===== src/rtl/debounce_pulse.sv =====
// Button/switch conditioner: two-flop synchroniser, bounce qualification FSM,
// registered clean level and single-cycle rise/fall strobes.
module debounce_pulse #(
    parameter int STABLE_CYCLES = 4,
    parameter int CNT_WIDTH     = 8
) (
    input  logic Clk,
    input  logic Reset,
    input  logic Din,
    output logic Q,
    output logic Rise,
    output logic Fall,
    output logic Busy
);

    typedef enum logic [1:0] {
        S_LOW,
        S_RISE_WAIT,
        S_HIGH,
        S_FALL_WAIT
    } state_t;

    localparam logic [CNT_WIDTH-1:0] STABLE = CNT_WIDTH'(STABLE_CYCLES);
    localparam logic [CNT_WIDTH-1:0] ONE    = CNT_WIDTH'(1);

    state_t               state;
    state_t               state_n;
    logic                 sync1;
    logic                 sync2;
    logic [CNT_WIDTH-1:0] cnt;
    logic [CNT_WIDTH-1:0] cnt_n;
    logic [CNT_WIDTH-1:0] cnt_inc;
    logic                 q_n;
    logic                 rise_n;
    logic                 fall_n;

    assign cnt_inc = cnt + ONE;
    assign Busy    = (state == S_RISE_WAIT) || (state == S_FALL_WAIT);

    always_ff @(posedge Clk) begin
        if (Reset) begin
            sync1 <= 1'b0;
            sync2 <= 1'b0;
            state <= S_LOW;
            cnt   <= '0;
            Q     <= 1'b0;
            Rise  <= 1'b0;
            Fall  <= 1'b0;
        end else begin
            sync1 <= Din;
            sync2 <= sync1;
            state <= state_n;
            cnt   <= cnt_n;
            Q     <= q_n;
            Rise  <= rise_n;
            Fall  <= fall_n;
        end
    end

    // A single opposite sample while waiting aborts the qualification.
    always_comb begin
        state_n = state;
        cnt_n   = cnt;
        q_n     = Q;
        rise_n  = 1'b0;
        fall_n  = 1'b0;
        case (state)
            S_LOW: begin
                if (sync2) begin
                    if (STABLE == ONE) begin
                        state_n = S_HIGH;
                        q_n     = 1'b1;
                        rise_n  = 1'b1;
                        cnt_n   = '0;
                    end else begin
                        state_n = S_RISE_WAIT;
                        cnt_n   = ONE;
                    end
                end
            end
            S_RISE_WAIT: begin
                if (!sync2) begin
                    state_n = S_LOW;
                    cnt_n   = '0;
                end else if (cnt_inc == STABLE) begin
                    state_n = S_HIGH;
                    q_n     = 1'b1;
                    rise_n  = 1'b1;
                    cnt_n   = '0;
                end else begin
                    cnt_n = cnt_inc;
                end
            end
            S_HIGH: begin
                if (!sync2) begin
                    if (STABLE == ONE) begin
                        state_n = S_LOW;
                        q_n     = 1'b0;
                        fall_n  = 1'b1;
                        cnt_n   = '0;
                    end else begin
                        state_n = S_FALL_WAIT;
                        cnt_n   = ONE;
                    end
                end
            end
            S_FALL_WAIT: begin
                if (sync2) begin
                    state_n = S_HIGH;
                    cnt_n   = '0;
                end else if (cnt_inc == STABLE) begin
                    state_n = S_LOW;
                    q_n     = 1'b0;
                    fall_n  = 1'b1;
                    cnt_n   = '0;
                end else begin
                    cnt_n = cnt_inc;
                end
            end
            default: begin
                state_n = S_LOW;
                cnt_n   = '0;
            end
        endcase
    end

endmodule


===== config.mk =====
export PLATFORM = sky130hd
export DESIGN_NAME = debounce_pulse
export DESIGN_NICKNAME = d
export VERILOG_FILES = /design/src/rtl/debounce_pulse.sv
export SDC_FILE = /design/constraint.sdc
export NUM_CORES = 1
export LEC_CHECK = 0
export ABC_CLOCK_PERIOD_IN_PS = 3100
export BUFFER_PORTS_ARGS = -buffer_cell sky130_fd_sc_hd__buf_2
export CAP_MARGIN = 15
export CORE_MARGIN = 1
export CORE_UTILIZATION = 50
export DETAILED_ROUTE_END_ITERATION = 8
export PLACE_DENSITY = 0.69
export SYNTH_ARGS = -nofsm -noshare
export SYNTH_HDL_FRONTEND = slang
export SYNTH_SLANG_ARGS = --single-unit

===== constraint.sdc =====
create_clock -name Clk -period 3.1 [get_ports Clk]
set_clock_uncertainty 0.15 [all_clocks]
set_input_delay 0.62 -clock Clk [delete_from_list [all_inputs] [get_ports Clk]]
set_output_delay 0.62 -clock Clk [all_outputs]
set_load 0.05 [all_outputs]

==> summary.txt, run 1 <==
Outcome -> finished clean
Clock-pin slew on the worst setup and hold paths -> 0.09 ns
Reg-to-Reg End -> Q$_SDFFE_PP0P_
GR Layer Usage met3 -> 0.0500
Rows -> 13
Syn_nets -> 91
Critical path capture point type -> flop
Effective utilization at floorplan -> 0.553
Gpl congestion -> 0.858
# Max-Cap Violations -> 0
Reg2reg start -> cnt[0]$_SDFFE_PP0P_
Drt total wl -> 1370 um
Nets -> 98
Core area -> 1330 um^2
GR Util met2 -> 0.302
Routed Antenna Nets -> 0
Max IR drop VDD -> 0.255 mV
Synth top area share -> 0.407
Die area -> 1630 um^2
DRC violations left -> 0
GRT Residual Overflow -> 0
Layout area overhead -> 6.79%
Final Hold Viols -> 0
Hold Path Class -> flop to flop
Pin count of the biggest net entering global routing -> 16
Pre-CTS setup slack -> 0.882 ns
Avg Cell Area, Syn -> 8.57 um^2
Vias -> 595
Synthesis warning total -> 0
Hold_buf cts -> 0
RSZ-0062 raised after global routing -> no
Register area share after synthesis -> 0.407
Routed len/inst -> 12.8 um
DR vias/cell -> 5.56
Post-Syn Instances -> 86
IO Pins -> 7
Worst-Skew Late Latency -> 0.28 ns
N_diodes -> 0
Max_slew headroom -> 0.685
Synth Cell Area -> 737 um^2
PortBufs -> 6
Setup TNS -> 0 ns
Initial antenna violation count -> 0
Max Clock Freq -> 440 MHz
H-tree depth -> 1
TritonCTS clock tree -> done
Synthesized flop and latch total -> 15
Critical path type -> flop to flop
Slew at the pin closest to its max-slew limit -> 0.469 ns
Worst setup path end -> Q$_SDFFE_PP0P_
Die Wd -> 40.4 um
Die Ht -> 40.4 um
Worst-path maximum fanout -> 8
CP required -> 3.12 ns
Final min period -> 2.27 ns
Layout cells sized above 1 -> 0.152
Grt met1 use -> 0.275
Synth area leaders -> dfxtp_1 (41%), nor2_1 (6.6%), a21oi_1 (4.1%)
Sink Count -> 15
Post-CTS Setup Bufs -> 0
Clock root cell -> clkbuf_4
Leakage power total -> 0.267 nW
CP arrival -> 2.29 ns
Final period utilization -> 0.733
Initial detailed-routing violation count -> 6
Synth unique cells -> 30
First-pass GRT wire length -> 2190 um
Post-CTS Resized -> 0
PD cells -> 422 nW/um^2
Longest Clk Path Bufs -> 2
Critical path launch point -> cnt[0]$_SDFFE_PP0P_
Total GRT Usage -> 0.208
R2R depth -> 5
R2R Setup Slk -> 0.83 ns
Setup ws final -> 0.827 ns
GRT Max-Usage Layer -> met2
CTS Buf Count -> 3
Hpwl dp -> 923 um
# setup viols final -> 0
Area leader, netlist -> dfxtp_1
Max-slew violations -> 0
Pre-antenna DRT Iters -> 4
Vias in the first global route -> 503
Startpoint Class -> flop
==> critical path: stages (launching register included) <==
cell	delay [ns]
dfxtp_1	0.47
ha_1	0.30
or4b_1	0.51
a311oi_2	0.41
mux2i_1	0.23
a21oi_1	0.08
==> stage by stage <==
stage	hold slack, ns	util	power (mW)	cells	area [um^2]
2_1_floorplan	0.264	-	0.219	86	737
3_3_place_gp	0.269	0.569	0.225	103	759
3_5_place_dp	0.280	0.569	0.225	103	759
4_1_cts	0.305	0.590	0.339	107	787
5_1_grt	0.320	0.590	0.349	107	787
6_report	0.297	0.590	0.332	107	787
==> flip-flops by register name, summed over array words and instances, names as in the netlist, named ones only <==
signal,count
Rise,1
sync1,1
Q,1
cnt,8
Fall,1
sync2,1
state,1
==> layer usage <==
| layer | share of wire | up-vias |
|---|---|---|
| met5 | 0 | - |
| met4 | 0.010 | 0 |
| met3 | 0.018 | 2 |
| met2 | 0.45 | 8 |
| met1 | 0.52 | 267 |
| li1 | - | 318 |
==> layout make-up <==
cell class | instances | area (um^2)
multi-input combinational | 64 | 399
fill | 129 | 547
clock inverter | 1 | 5.00
tap | 15 | 18.8
clock buffer | 3 | 22.5
sequential | 15 | 300
inverter | 3 | 11.3
timing repair buffer | 6 | 30.0
==> how the worst min path moves through the flow <==
stage / startpoint / end / cells past startpoint
after floorplan: sync1$_SDFF_PP0_ / sync2$_SDFF_PP0_ / 1
after CTS: sync1$_SDFF_PP0_ / sync2$_SDFF_PP0_ / 1
final: sync1$_SDFF_PP0_ / sync2$_SDFF_PP0_ / 1
after global placement: sync1$_SDFF_PP0_ / sync2$_SDFF_PP0_ / 1
after detailed placement: sync1$_SDFF_PP0_ / sync2$_SDFF_PP0_ / 1
after global routing: sync1$_SDFF_PP0_ / sync2$_SDFF_PP0_ / 1
==> cell usage in the layout (no fill, tap or decap), drive strengths merged, types with 2 or more instances in the layout <==
cell    count
xor2        2
nor3b       2
or4b        2
o21ai       4
nor2       13
buf         6
ha          2
nand3       6
clkbuf      3
nor4        2
a21oi       6
a311oi      2
xnor2       2
nor2b       3
a31oi       2
mux2i       2
nor3        2
inv         3
dfxtp      15
nand2       5
==> cell usage after synthesis (all sizes together) <==
library cell   n
dfxtp         15
nor2          13
a21oi          6
nand3          6
nand2          5
o21ai          4
inv            3
nor2b          3
a311oi         2
a31oi          2
buf            2
clkbuf         2
ha             2
mux2i          2
nor3           2
nor3b          2
nor4           2
or4b           2
xnor2          2
xor2           2
a211oi         1
a22oi          1
and3           1
nand4          1
o211ai         1
or3            1
or4            1
==> report_power, final <==
part           internal (mW)  switching (mW)
Combinational        0.00600          0.0146
Clock                 0.0479          0.0636
Sequential             0.196         0.00403
==> kinds of logic (layout without fill, tap and decap cells) <==
logic type / after synthesis / after routing / synth area share
buf+inv: 7 / 13 / 0.0509
mux: 2 / 2 / 0.0272
fa+ha+maj: 2 / 2 / 0.0340
compound gates: 17 / 17 / 0.148
flops: 15 / 15 / 0.407
xor+xnor: 4 / 4 / 0.0475
simple gates: 39 / 39 / 0.285
No activity file was read; power rests on OpenSTA's default activity.
==> run 2: changes to the inputs <==
Settings changed: ABC_CLOCK_PERIOD_IN_PS 3100 to 2200.
Clock period 3.1 ns to 2.2 ns, I/O delays scaled along.
==> run 2 against run 1 <==
  * Total power up 42%
  * Flip-flop and latch count unchanged
  * Non-clock buffer count rose by 2
  * Combinational power up 51%
  * Sequential share of layout area is 1.2 points lower
  * Setup slack lost 0.72 ns
  * Core utilization rose by 2.3 points
  * Hold slack got worse by 0.090 ns
  * Global-route usage shrank 1.2 points
  * First-iteration DRC count increased by 120%
  * Cell area up 3.8%
  * Wire length fell by 0.15%
  * Critical path type unchanged
  * Critical endpoint unchanged
  * Largest cell class unchanged
  * Highest routed layer unchanged
==> summary.txt, run 2 (synthesis gave the netlist of run 1 again) <==
Outcome -> finished clean
Total GRT Usage -> 0.196 (-0.0119)
IO Pins -> 7 (unchanged)
Post-CTS Setup Bufs -> 0 (unchanged)
GR Layer Usage met3 -> 0.0500 (unchanged)
Slew at the pin closest to its max-slew limit -> 0.427 ns (-0.0421 ns)
Nets -> 100 (+2.0%)
CTS Buf Count -> 3 (unchanged)
Worst-path maximum fanout -> 5 (-3)
TritonCTS clock tree -> done
CP arrival -> 2.12 ns (-0.17 ns)
R2R Setup Slk -> 0.11 ns (-0.72 ns)
DR vias/cell -> 5.73 (+3.1%)
Core area -> 1330 um^2 (unchanged)
Critical path launch point -> cnt[1]$_SDFFE_PP0P_
CP required -> 2.23 ns (-0.89 ns)
Worst-Skew Late Latency -> 0.29 ns (about the same)
Initial detailed-routing violation count -> 13 (+7)
Max reg flops -> 8 (unchanged)
Vias in the first global route -> 509 (+1.2%)
Reg2reg start -> cnt[1]$_SDFFE_PP0P_
Die Wd -> 40.4 um (unchanged)
Total power -> 0.473 mW (+42%)
Critical path type -> flop to flop
Reg-to-Reg End -> Q$_SDFFE_PP0P_
Initial antenna violation count -> 0 (unchanged)
Vias -> 625 (+5.0%)
Final min period -> 2.09 ns (-0.184 ns)
Startpoint Class -> flop
Pin count of the biggest net entering global routing -> 16 (unchanged)
Pre-antenna DRT Iters -> 4 (unchanged)
Max Clock Freq -> 479 MHz (+8.8%)
Critical path capture point type -> flop
Largest register by flop count -> cnt
H-tree depth -> 1 (unchanged)
Placed cell area -> 774 um^2 (+2.0%)
Sink Count -> 15 (unchanged)
DRC violations left -> 0 (unchanged)
Clock-pin slew on the worst setup and hold paths -> 0.09 ns (about the same)
Worst Min Path Start -> Din
PD cells -> 579 nW/um^2 (+37%)
Clock root cell -> clkbuf_4
Most common cell after layout, fill and taps aside -> dfxtp_1
Worst setup path end -> Q$_SDFFE_PP0P_
Max IR drop VDD -> 0.360 mV (+41%)
Setup TNS -> 0 ns (unchanged)
GRT Residual Overflow -> 0 (unchanged)
Die area -> 1630 um^2 (unchanged)
Post-route cell area -> 817 um^2 (+3.8%)
Gpl congestion -> 0.863 (+0.50%)
R2R depth -> 6 (+1)
Drt total wl -> 1370 um (-0.15%)
RSZ-0062 raised after global routing -> no
Final Hold Viols -> 0 (unchanged)
Longest Clk Path Bufs -> 2 (unchanged)
Max-slew violations -> 0 (unchanged)
N_diodes -> 0 (unchanged)
Hpwl dp -> 973 um (+5.4%)
Layout area overhead -> 10.9%
GR Util met2 -> 0.298 (-0.00397)
Post-Route Utilization -> 0.613 (+0.0225)
Layout cells sized above 1 -> 0.191 (+0.0393)
Max_slew headroom -> 0.713 (+0.0283)
Hold Path Class -> primary input to flop
GRT Max-Usage Layer -> met2
Effective utilization at floorplan -> 0.553 (unchanged)
Leakage power total -> 0.291 nW (+9.0%)
Die Ht -> 40.4 um (unchanged)
# Max-Cap Violations -> 0 (unchanged)
Post-CTS Resized -> 0 (unchanged)
Final period utilization -> 0.950 (+0.216)
Rows -> 13 (unchanged)
Grt met1 use -> 0.253 (-0.0218)
# setup viols final -> 0 (unchanged)
Hold_buf cts -> 0 (unchanged)
Commonest cells after routing, fill and taps aside -> dfxtp_1 (14), nor2_1 (13), a21oi_1 (6), buf_2 (6)
Routed Antenna Nets -> 0 (unchanged)
Routed len/inst -> 12.6 um (-2.0%)
First-pass GRT wire length -> 2100 um (-4.4%)
PortBufs -> 6 (unchanged)
==> run 2: power by group <==
group | internal [mW] | switching [mW] | leakage [nW]
Clock | 0.0678 | 0.0932 | 0.0177
Sequential | 0.276 | 0.00467 | 0.122
Combinational | 0.00971 | 0.0214 | 0.152
Total | 0.354 | 0.119 | 0.291
==> run 2: layout make-up <==
| cell class | instances | area [um^2] |
|---|---|---|
| Clock buffer | 3 | 22.5 |
| Tap cell | 15 | 18.8 |
| Multi-Input combinational cell | 64 | 413 |
| Timing Repair Buffer | 8 | 45.0 |
| Sequential cell | 15 | 302 |
| Clock inverter | 1 | 5.00 |
| Inverter | 3 | 11.3 |
| Fill cell | 117 | 517 |
==> run 2: per-layer routing <==
metal  vias up  share of wire
met1       282           0.49
met4         0          0.023
li1        323              -
met2        15           0.44
met3         5          0.038
met5         -              0
==> run 2: worst min path at each step <==
stage | end | slack (ns) | depth (start not counted)
after floorplan | sync2$_SDFF_PP0_ | 0.26 | 1
after global placement | sync2$_SDFF_PP0_ | 0.27 | 1
after detailed placement | sync2$_SDFF_PP0_ | 0.27 | 1
after CTS | sync1$_SDFF_PP0_ | 0.21 | 2
after global routing | sync1$_SDFF_PP0_ | 0.20 | 2
final | sync1$_SDFF_PP0_ | 0.21 | 2
==> run 2: critical path: stages (launching register included) <==
cell	delay, ns
dfxtp_1	0.38
buf_4	0.15
nand3_2	0.10
or4_4	0.52
a311oi_4	0.38
mux2i_1	0.23
a21oi_1	0.08
==> run 2: metrics by stage <==
step	hold WS (ns)	setup slack (ns)	std cells
finish	0.207	0.111	109
global route	0.200	0.00817	109
CTS	0.207	0.0543	109
detailed placement	0.275	0.0705	105
global placement	0.267	0.111	105
floorplan	0.264	0.100	86
